===== src/rtl/lvds_rx_arbiter_if.sv =====
// Write-side bundle between the two lvds_rx deframers, the capture arbiter and the RX FIFO.
// The arbiter uses the slave modport; the deframer/FIFO side uses master.
interface lvds_rx_arbiter_if;
    logic        i_ch0_push;
    logic [31:0] i_ch0_data;
    logic        i_ch1_push;
    logic [31:0] i_ch1_data;
    logic        i_fifo_full;
    logic        o_fifo_push;
    logic [31:0] o_fifo_data;

    modport master (
        output i_ch0_push, i_ch0_data, i_ch1_push, i_ch1_data, i_fifo_full,
        input  o_fifo_push, o_fifo_data
    );

    modport slave (
        input  i_ch0_push, i_ch0_data, i_ch1_push, i_ch1_data, i_fifo_full,
        output o_fifo_push, o_fifo_data
    );
endinterface


===== src/rtl/lvds_rx_arbiter.sv =====
// Capture sequencer and two-channel round-robin arbiter feeding the 32-bit RX FIFO (i_ddr_clk domain).
// Optional LVDS_RX_ARB_STATS_EN adds saturating per-channel dropped-word counters.
module lvds_rx_arbiter #(
    parameter int unsigned BURST_W = 16,
    parameter bit          TAG_CH  = 1'b1
) (
    input  logic               i_ddr_clk,
    input  logic               i_reset,
    input  logic               i_start,
    input  logic               i_stop,
    input  logic [1:0]         i_ch_enable,
    input  logic [BURST_W-1:0] i_burst_len,
    lvds_rx_arbiter_if.slave   rx,
    output logic               o_busy,
    output logic               o_done,
    output logic [1:0]         o_overflow,
    output logic [1:0]         o_state
`ifdef LVDS_RX_ARB_STATS_EN
    ,
    output logic [15:0]        o_drop_cnt0,
    output logic [15:0]        o_drop_cnt1
`endif
);

    typedef enum logic [1:0] {
        IDLE  = 2'b00,
        RUN   = 2'b01,
        DRAIN = 2'b10
    } state_t;

    state_t             state_q, state_d;
    logic               hold0_v_q, hold0_v_d, hold1_v_q, hold1_v_d;
    logic [31:0]        hold0_q, hold0_d, hold1_q, hold1_d;
    logic               rr_q, rr_d;
    logic [BURST_W-1:0] cnt_q, cnt_d, cnt_inc;
    logic               push_q, push_d;
    logic [31:0]        data_q, data_d;
    logic               done_q, done_d;
    logic [1:0]         ovf_q, ovf_d;
    logic               gnt_v, gnt_ch, acc0, acc1, lost0, lost1, burst_end;
    logic [31:0]        gnt_word;
`ifdef LVDS_RX_ARB_STATS_EN
    logic [15:0]        drop0_q, drop0_d, drop1_q, drop1_d;
`endif

    always_comb begin
        // rr_q holds the channel preferred on contention, i.e. the one not granted last
        gnt_v  = 1'b0;
        gnt_ch = 1'b0;
        if (state_q != IDLE && !rx.i_fifo_full) begin
            if (hold0_v_q && hold1_v_q) begin
                gnt_v  = 1'b1;
                gnt_ch = rr_q;
            end else if (hold0_v_q) begin
                gnt_v  = 1'b1;
            end else if (hold1_v_q) begin
                gnt_v  = 1'b1;
                gnt_ch = 1'b1;
            end
        end
        gnt_word  = gnt_ch ? hold1_q : hold0_q;
        acc0      = (state_q == RUN) && i_ch_enable[0] && rx.i_ch0_push;
        acc1      = (state_q == RUN) && i_ch_enable[1] && rx.i_ch1_push;
        lost0     = acc0 && hold0_v_q && !(gnt_v && !gnt_ch);
        lost1     = acc1 && hold1_v_q && !(gnt_v && gnt_ch);
        cnt_inc   = (&cnt_q) ? cnt_q : cnt_q + 1'b1;
        burst_end = (state_q == RUN) && gnt_v && (i_burst_len != '0) && (cnt_inc == i_burst_len);

        state_d   = state_q;
        rr_d      = rr_q;
        cnt_d     = cnt_q;
        push_d    = gnt_v;
        data_d    = data_q;
        done_d    = 1'b0;
        ovf_d     = ovf_q | {lost1, lost0};
        hold0_v_d = hold0_v_q;
        hold0_d   = hold0_q;
        hold1_v_d = hold1_v_q;
        hold1_d   = hold1_q;
`ifdef LVDS_RX_ARB_STATS_EN
        drop0_d   = drop0_q + {15'd0, lost0 && !(&drop0_q)};
        drop1_d   = drop1_q + {15'd0, lost1 && !(&drop1_q)};
`endif

        if (gnt_v) begin
            data_d = TAG_CH ? {gnt_ch, gnt_word[30:0]} : gnt_word;
            cnt_d  = cnt_inc;
            rr_d   = ~gnt_ch;
            if (gnt_ch) hold1_v_d = 1'b0;
            else        hold0_v_d = 1'b0;
        end
        if (acc0 && !lost0) begin
            hold0_v_d = 1'b1;
            hold0_d   = rx.i_ch0_data;
        end
        if (acc1 && !lost1) begin
            hold1_v_d = 1'b1;
            hold1_d   = rx.i_ch1_data;
        end

        case (state_q)
            IDLE: begin
                if (i_start && |i_ch_enable) begin
                    state_d = RUN;
                    cnt_d   = '0;
                    ovf_d   = '0;
`ifdef LVDS_RX_ARB_STATS_EN
                    drop0_d = '0;
                    drop1_d = '0;
`endif
                end
            end
            RUN: begin
                if (burst_end) begin
                    state_d   = IDLE;
                    hold0_v_d = 1'b0;
                    hold1_v_d = 1'b0;
                    done_d    = 1'b1;
                end else if (i_stop) begin
                    state_d = DRAIN;
                end
            end
            DRAIN: begin
                if (!hold0_v_q && !hold1_v_q && !push_q) begin
                    state_d = IDLE;
                    done_d  = 1'b1;
                end
            end
            default: state_d = IDLE;
        endcase
    end

    always_ff @(posedge i_ddr_clk) begin
        if (i_reset) begin
            state_q   <= IDLE;
            hold0_v_q <= 1'b0;
            hold0_q   <= '0;
            hold1_v_q <= 1'b0;
            hold1_q   <= '0;
            rr_q      <= 1'b0;
            cnt_q     <= '0;
            push_q    <= 1'b0;
            data_q    <= '0;
            done_q    <= 1'b0;
            ovf_q     <= '0;
`ifdef LVDS_RX_ARB_STATS_EN
            drop0_q   <= '0;
            drop1_q   <= '0;
`endif
        end else begin
            state_q   <= state_d;
            hold0_v_q <= hold0_v_d;
            hold0_q   <= hold0_d;
            hold1_v_q <= hold1_v_d;
            hold1_q   <= hold1_d;
            rr_q      <= rr_d;
            cnt_q     <= cnt_d;
            push_q    <= push_d;
            data_q    <= data_d;
            done_q    <= done_d;
            ovf_q     <= ovf_d;
`ifdef LVDS_RX_ARB_STATS_EN
            drop0_q   <= drop0_d;
            drop1_q   <= drop1_d;
`endif
        end
    end

    assign rx.o_fifo_push = push_q;
    assign rx.o_fifo_data = data_q;
    assign o_busy         = (state_q == RUN) || (state_q == DRAIN);
    assign o_done         = done_q;
    assign o_overflow     = ovf_q;
    assign o_state        = state_q;
`ifdef LVDS_RX_ARB_STATS_EN
    assign o_drop_cnt0    = drop0_q;
    assign o_drop_cnt1    = drop1_q;
`endif

endmodule


===== src/flat_wrapper.sv =====
// flat-port wrapper written by rule: the top's interface ports become plain ports
module lvds_rx_arbiter_flat 
#(
    parameter int unsigned BURST_W = 16,
    parameter bit          TAG_CH  = 1'b1
)
  (i_ddr_clk, i_reset, i_start, i_stop, i_ch_enable, i_burst_len, o_busy, o_done, o_overflow, o_state, rx_i_ch0_push, rx_i_ch0_data, rx_i_ch1_push, rx_i_ch1_data, rx_i_fifo_full, rx_o_fifo_push, rx_o_fifo_data);
  lvds_rx_arbiter_if rx_i ();
  input  logic i_ddr_clk;
  input  logic i_reset;
  input  logic i_start;
  input  logic i_stop;
  input  logic [1:0] i_ch_enable;
  input  logic [BURST_W-1:0] i_burst_len;
  output logic o_busy;
  output logic o_done;
  output logic [1:0] o_overflow;
  output logic [1:0] o_state;
  input wire logic [$bits(rx_i.i_ch0_push)-1:0] rx_i_ch0_push;
  input wire logic [$bits(rx_i.i_ch0_data)-1:0] rx_i_ch0_data;
  input wire logic [$bits(rx_i.i_ch1_push)-1:0] rx_i_ch1_push;
  input wire logic [$bits(rx_i.i_ch1_data)-1:0] rx_i_ch1_data;
  input wire logic [$bits(rx_i.i_fifo_full)-1:0] rx_i_fifo_full;
  output wire logic [$bits(rx_i.o_fifo_push)-1:0] rx_o_fifo_push;
  output wire logic [$bits(rx_i.o_fifo_data)-1:0] rx_o_fifo_data;
  assign rx_i.i_ch0_push = rx_i_ch0_push;
  assign rx_i.i_ch0_data = rx_i_ch0_data;
  assign rx_i.i_ch1_push = rx_i_ch1_push;
  assign rx_i.i_ch1_data = rx_i_ch1_data;
  assign rx_i.i_fifo_full = rx_i_fifo_full;
  assign rx_o_fifo_push = rx_i.o_fifo_push;
  assign rx_o_fifo_data = rx_i.o_fifo_data;
  lvds_rx_arbiter #(.BURST_W(BURST_W), .TAG_CH(TAG_CH)) u_core (.i_ddr_clk(i_ddr_clk), .i_reset(i_reset), .i_start(i_start), .i_stop(i_stop), .i_ch_enable(i_ch_enable), .i_burst_len(i_burst_len), .rx(rx_i), .o_busy(o_busy), .o_done(o_done), .o_overflow(o_overflow), .o_state(o_state));
endmodule

===== config.mk =====
export PLATFORM = sky130hd
export DESIGN_NAME = lvds_rx_arbiter_flat
export DESIGN_NICKNAME = d
export VERILOG_FILES = /design/src/rtl/lvds_rx_arbiter_if.sv /design/src/rtl/lvds_rx_arbiter.sv /design/src/flat_wrapper.sv
export SDC_FILE = /design/constraint.sdc
export NUM_CORES = 1
export LEC_CHECK = 0
export CAP_MARGIN = 20
export CORE_MARGIN = 2
export CORE_UTILIZATION = 50
export CTS_CLUSTER_SIZE = 30
export DETAILED_ROUTE_END_ITERATION = 12
export PLACE_DENSITY = 0.8
export RECOVER_POWER = 100
export SLEW_MARGIN = 20
export SYNTH_ARGS = -nofsm -noshare
export SYNTH_HDL_FRONTEND = slang
export SYNTH_SLANG_ARGS = --single-unit

===== constraint.sdc =====
create_clock -name i_ddr_clk -period 3.19 [get_ports i_ddr_clk]
set_input_delay 0.4785 -clock i_ddr_clk [delete_from_list [all_inputs] [get_ports i_ddr_clk]]
set_output_delay 0.4785 -clock i_ddr_clk [all_outputs]
set_load 0.05 [all_outputs]

==> impl_metrics.toml <==
[critical_path]
start_kind = "register"
critical_path_required_ns = 3.63
rrSetupSlack_ns = 0.19
critPathArrivalTime_ns = 3.44
slowest_delay_ns = 0.52
critPathMostFrequentCell = "nand4_1"
critPathKind = "register to register"
r2r-end = "u_core.o_state[0]"
path_cells = "ha_1 -> nand4_1 -> nor3_4 -> a22oi_2 -> or4b_1 -> a211oi_1 -> nand4_1 -> o21ai_1 -> mux2i_1"
critPathLaunch = "u_core.cnt_q[1]"
crit_end = "u_core.o_state[0]"
cp-end-kind = "register"
worstReg2RegStart = "u_core.cnt_q[1]"
ff2ff_path_depth = 9
path_max_fanout = 9
cp_slowest_cell = "or4b_1"

[job]
drv_cap = 0

[cts]
ctsHoldBuffers = 0
cts_made_buffers = 17
path_clk_slew_ns = 0.06
clk_latency_ns = 0.52
htreeDepth = 4
cts_sinks = 119
cts.root.buffer_cell = "clkbuf_8"
cts_tree = "built"
clockBufferDepth = 2
post_cts_resized = 0
postCtsSetupRepairBufs = 0

[place]
dpl.hpwl_mm = 10.87
gp_congestion = 0.8667
portBuffers = 125

[die]
die_x_um = 106.7
die_area_um2 = 11380
pin_count = 128
start_util_pct = 51.31
rows = 37
core-area_um2 = 10280
die_h_um = 106.7

[yosys]
yosysWarnings = 0
synth_ff_type = "dfxtp_1"
yosysSeqAreaShare_pct = 45.17
synth_cells = 643
yosysTopAreaCellShare_pct = 45.17
synth_area_um2 = 5274
synth_commonest_cells = "142 x nand2_1, 119 x dfxtp_1, 71 x a21oi_1"
synth-async-reset-ratio_pct = 0
synth_edf_count = 0
syn-num-nets = 736
ys_top_cells_by_area = "dfxtp_1 45%, nand2_1 10%, a21oi_1 6.7%"
synth.most_common_cell = "nand2_1"
ys_ff_latch = 119
syn_avg_cell_area_um2 = 8.202
synth_top_area_cell = "dfxtp_1"
ys_types = 53

[route]
via_per_inst = 5.827
wl_per_cell_um = 17.62
ant_nets = 0
routed_wl_mm = 16.08
dr.pass1.iters = 6
drt_iter0_markers = 401
vias = 5320
drc = 0

[power]
p_leak_nw = 2.648
power_density_nw_per_um2 = 551.3
ir_drop_mv = 0.3752

[global_route]
grt-ovfl-total = 0
grt_use_total_pct = 28.39
grt_antenna_before_repair = 0
grt_pass1_wl_mm = 25.58
grt_pass1_vias = 5179
grt_max_degree = 100

[layout]
final_nets = 857
multi_input_area_um2 = 2664
fillers = 831
area_growth_pct = 36.39
drive_above_1_share_pct = 7.593
ff_latch_area_um2 = 2382
diodes = 0

[sta]
worst_hold_slack_ns = 0.3216
clock.fmax_mhz = 333.2
fin_crit_ns = 3.001
tns_ns = 0
final.setup_skew_ns = 0.01261
hold_violations = 0
fin_crit_sh_pct = 94.08
grt_setup_unrepaired = "no"
relSlewSlack_pct = 36.05
final-max-slew-violation-count = 0
setup_viol = 0
tightestPinTransition_ns = 0.9593

[hold_path]
hp-class = "input pin to register"

[run_status]
status = "complete, no violations"
-- critical path, delay by kind of cell, from the launching register on --
kind,cells,cell delay [ns]
flops,1,0.47
compound gates,3,0.60
fa+ha+maj,1,0.38
simple gates,4,1.28
mux,1,0.20
-- how the worst min path moves through the flow --
stage	startpoint	to	slack, ns	cells past startpoint
2_1_floorplan	u_core.hold0_q[16]	u_core.hold0_q[16]	0.44	2
3_3_place_gp	u_core.hold0_q[30]	u_core.hold0_q[30]	0.44	2
3_5_place_dp	u_core.hold0_q[12]	u_core.hold0_q[12]	0.45	2
4_1_cts	i_reset	u_core.o_done	0.31	3
5_1_grt	i_reset	u_core.o_done	0.34	3
6_report	i_reset	u_core.o_done	0.32	3
-- placed cells by master, fill, tap and decap left out, drive strengths merged, types with 7 or more instances in the layout --
cell type,n
a211oi,8
a21oi,71
a222oi,31
and3,9
buf,16
clkbuf,26
clkdlybuf4s50,85
dfxtp,119
dlygate4sd3,39
inv,10
nand2,142
nand2b,7
nand3,12
nand4,9
nor2,66
nor3,7
nor4,9
o21ai,17
xnor2,13
xor2,12
-- power breakdown --
part,total (mW),leakage [nW],internal [mW],switching [mW]
logic,0.589,1.42,0.231,0.358
clock network,1.77,0.271,1.08,0.695
registers,1.60,0.961,1.56,0.0465
-- cell families (layout without fill, tap and decap cells) --
kind of cell	count (synthesis)	count (layout)	synth area share [%]
buffers and inverters	52	186	4.176
AOI/OAI and AO/OA	156	156	19.93
muxes	4	4	0.7592
and+or+nand+nor	283	283	24.86
xor gates and xnor gates	25	25	4.152
DFF	119	119	45.17
adders and majority gates	4	4	0.9490
-- per-stage QoR --
step / worst slack (ns) / instance area, µm² / util [%] / power (mW) / cells
after floorplan: 0.4578 / 5274 / - / 1.955 / 643
after global placement: 0.3302 / 6675 / 64.95 / 2.205 / 881
after detailed placement: 0.3010 / 6675 / 64.95 / 2.226 / 881
after global routing: 0.05342 / 7193 / 69.99 / 4.109 / 913
after CTS: 0.2778 / 7237 / 70.42 / 3.993 / 913
final: 0.1888 / 7193 / 69.99 / 3.965 / 913
-- flip-flops by register name (all words and copies together), names as in the netlist --
name / flops
u_core.rx.o_fifo_data: 32
u_core.hold0_q: 31
u_core.hold1_q: 31
u_core.cnt_q: 16
u_core.o_overflow: 2
u_core.o_state: 2
u_core.hold0_v_q: 1
u_core.hold1_v_q: 1
u_core.o_done: 1
u_core.rr_q: 1
u_core.rx.o_fifo_push: 1
-- routing by layer --
| layer | track usage (%) | wire length (µm) | vias to the layer above |
|---|---|---|---|
| met1 | 35.48 | 6588 | 2505 |
| met3 | 7.416 | 1389 | 32 |
| met4 | 10.39 | 383 | 0 |
| met5 | 0 | 0 | - |
| met2 | 47.22 | 7721 | 243 |
| li1 | - | - | 2540 |
-- area by class of cell --
cell class                 instances  area share, %
sequential                       119          33.12
multi-input combinational        472          37.03
clock buffer                      19          6.140
clock inverter                    13          1.670
timing repair buffer             147          19.31
inverter                           7         0.3653
tap                              136          2.366
(Power assumes the default switching activity.)
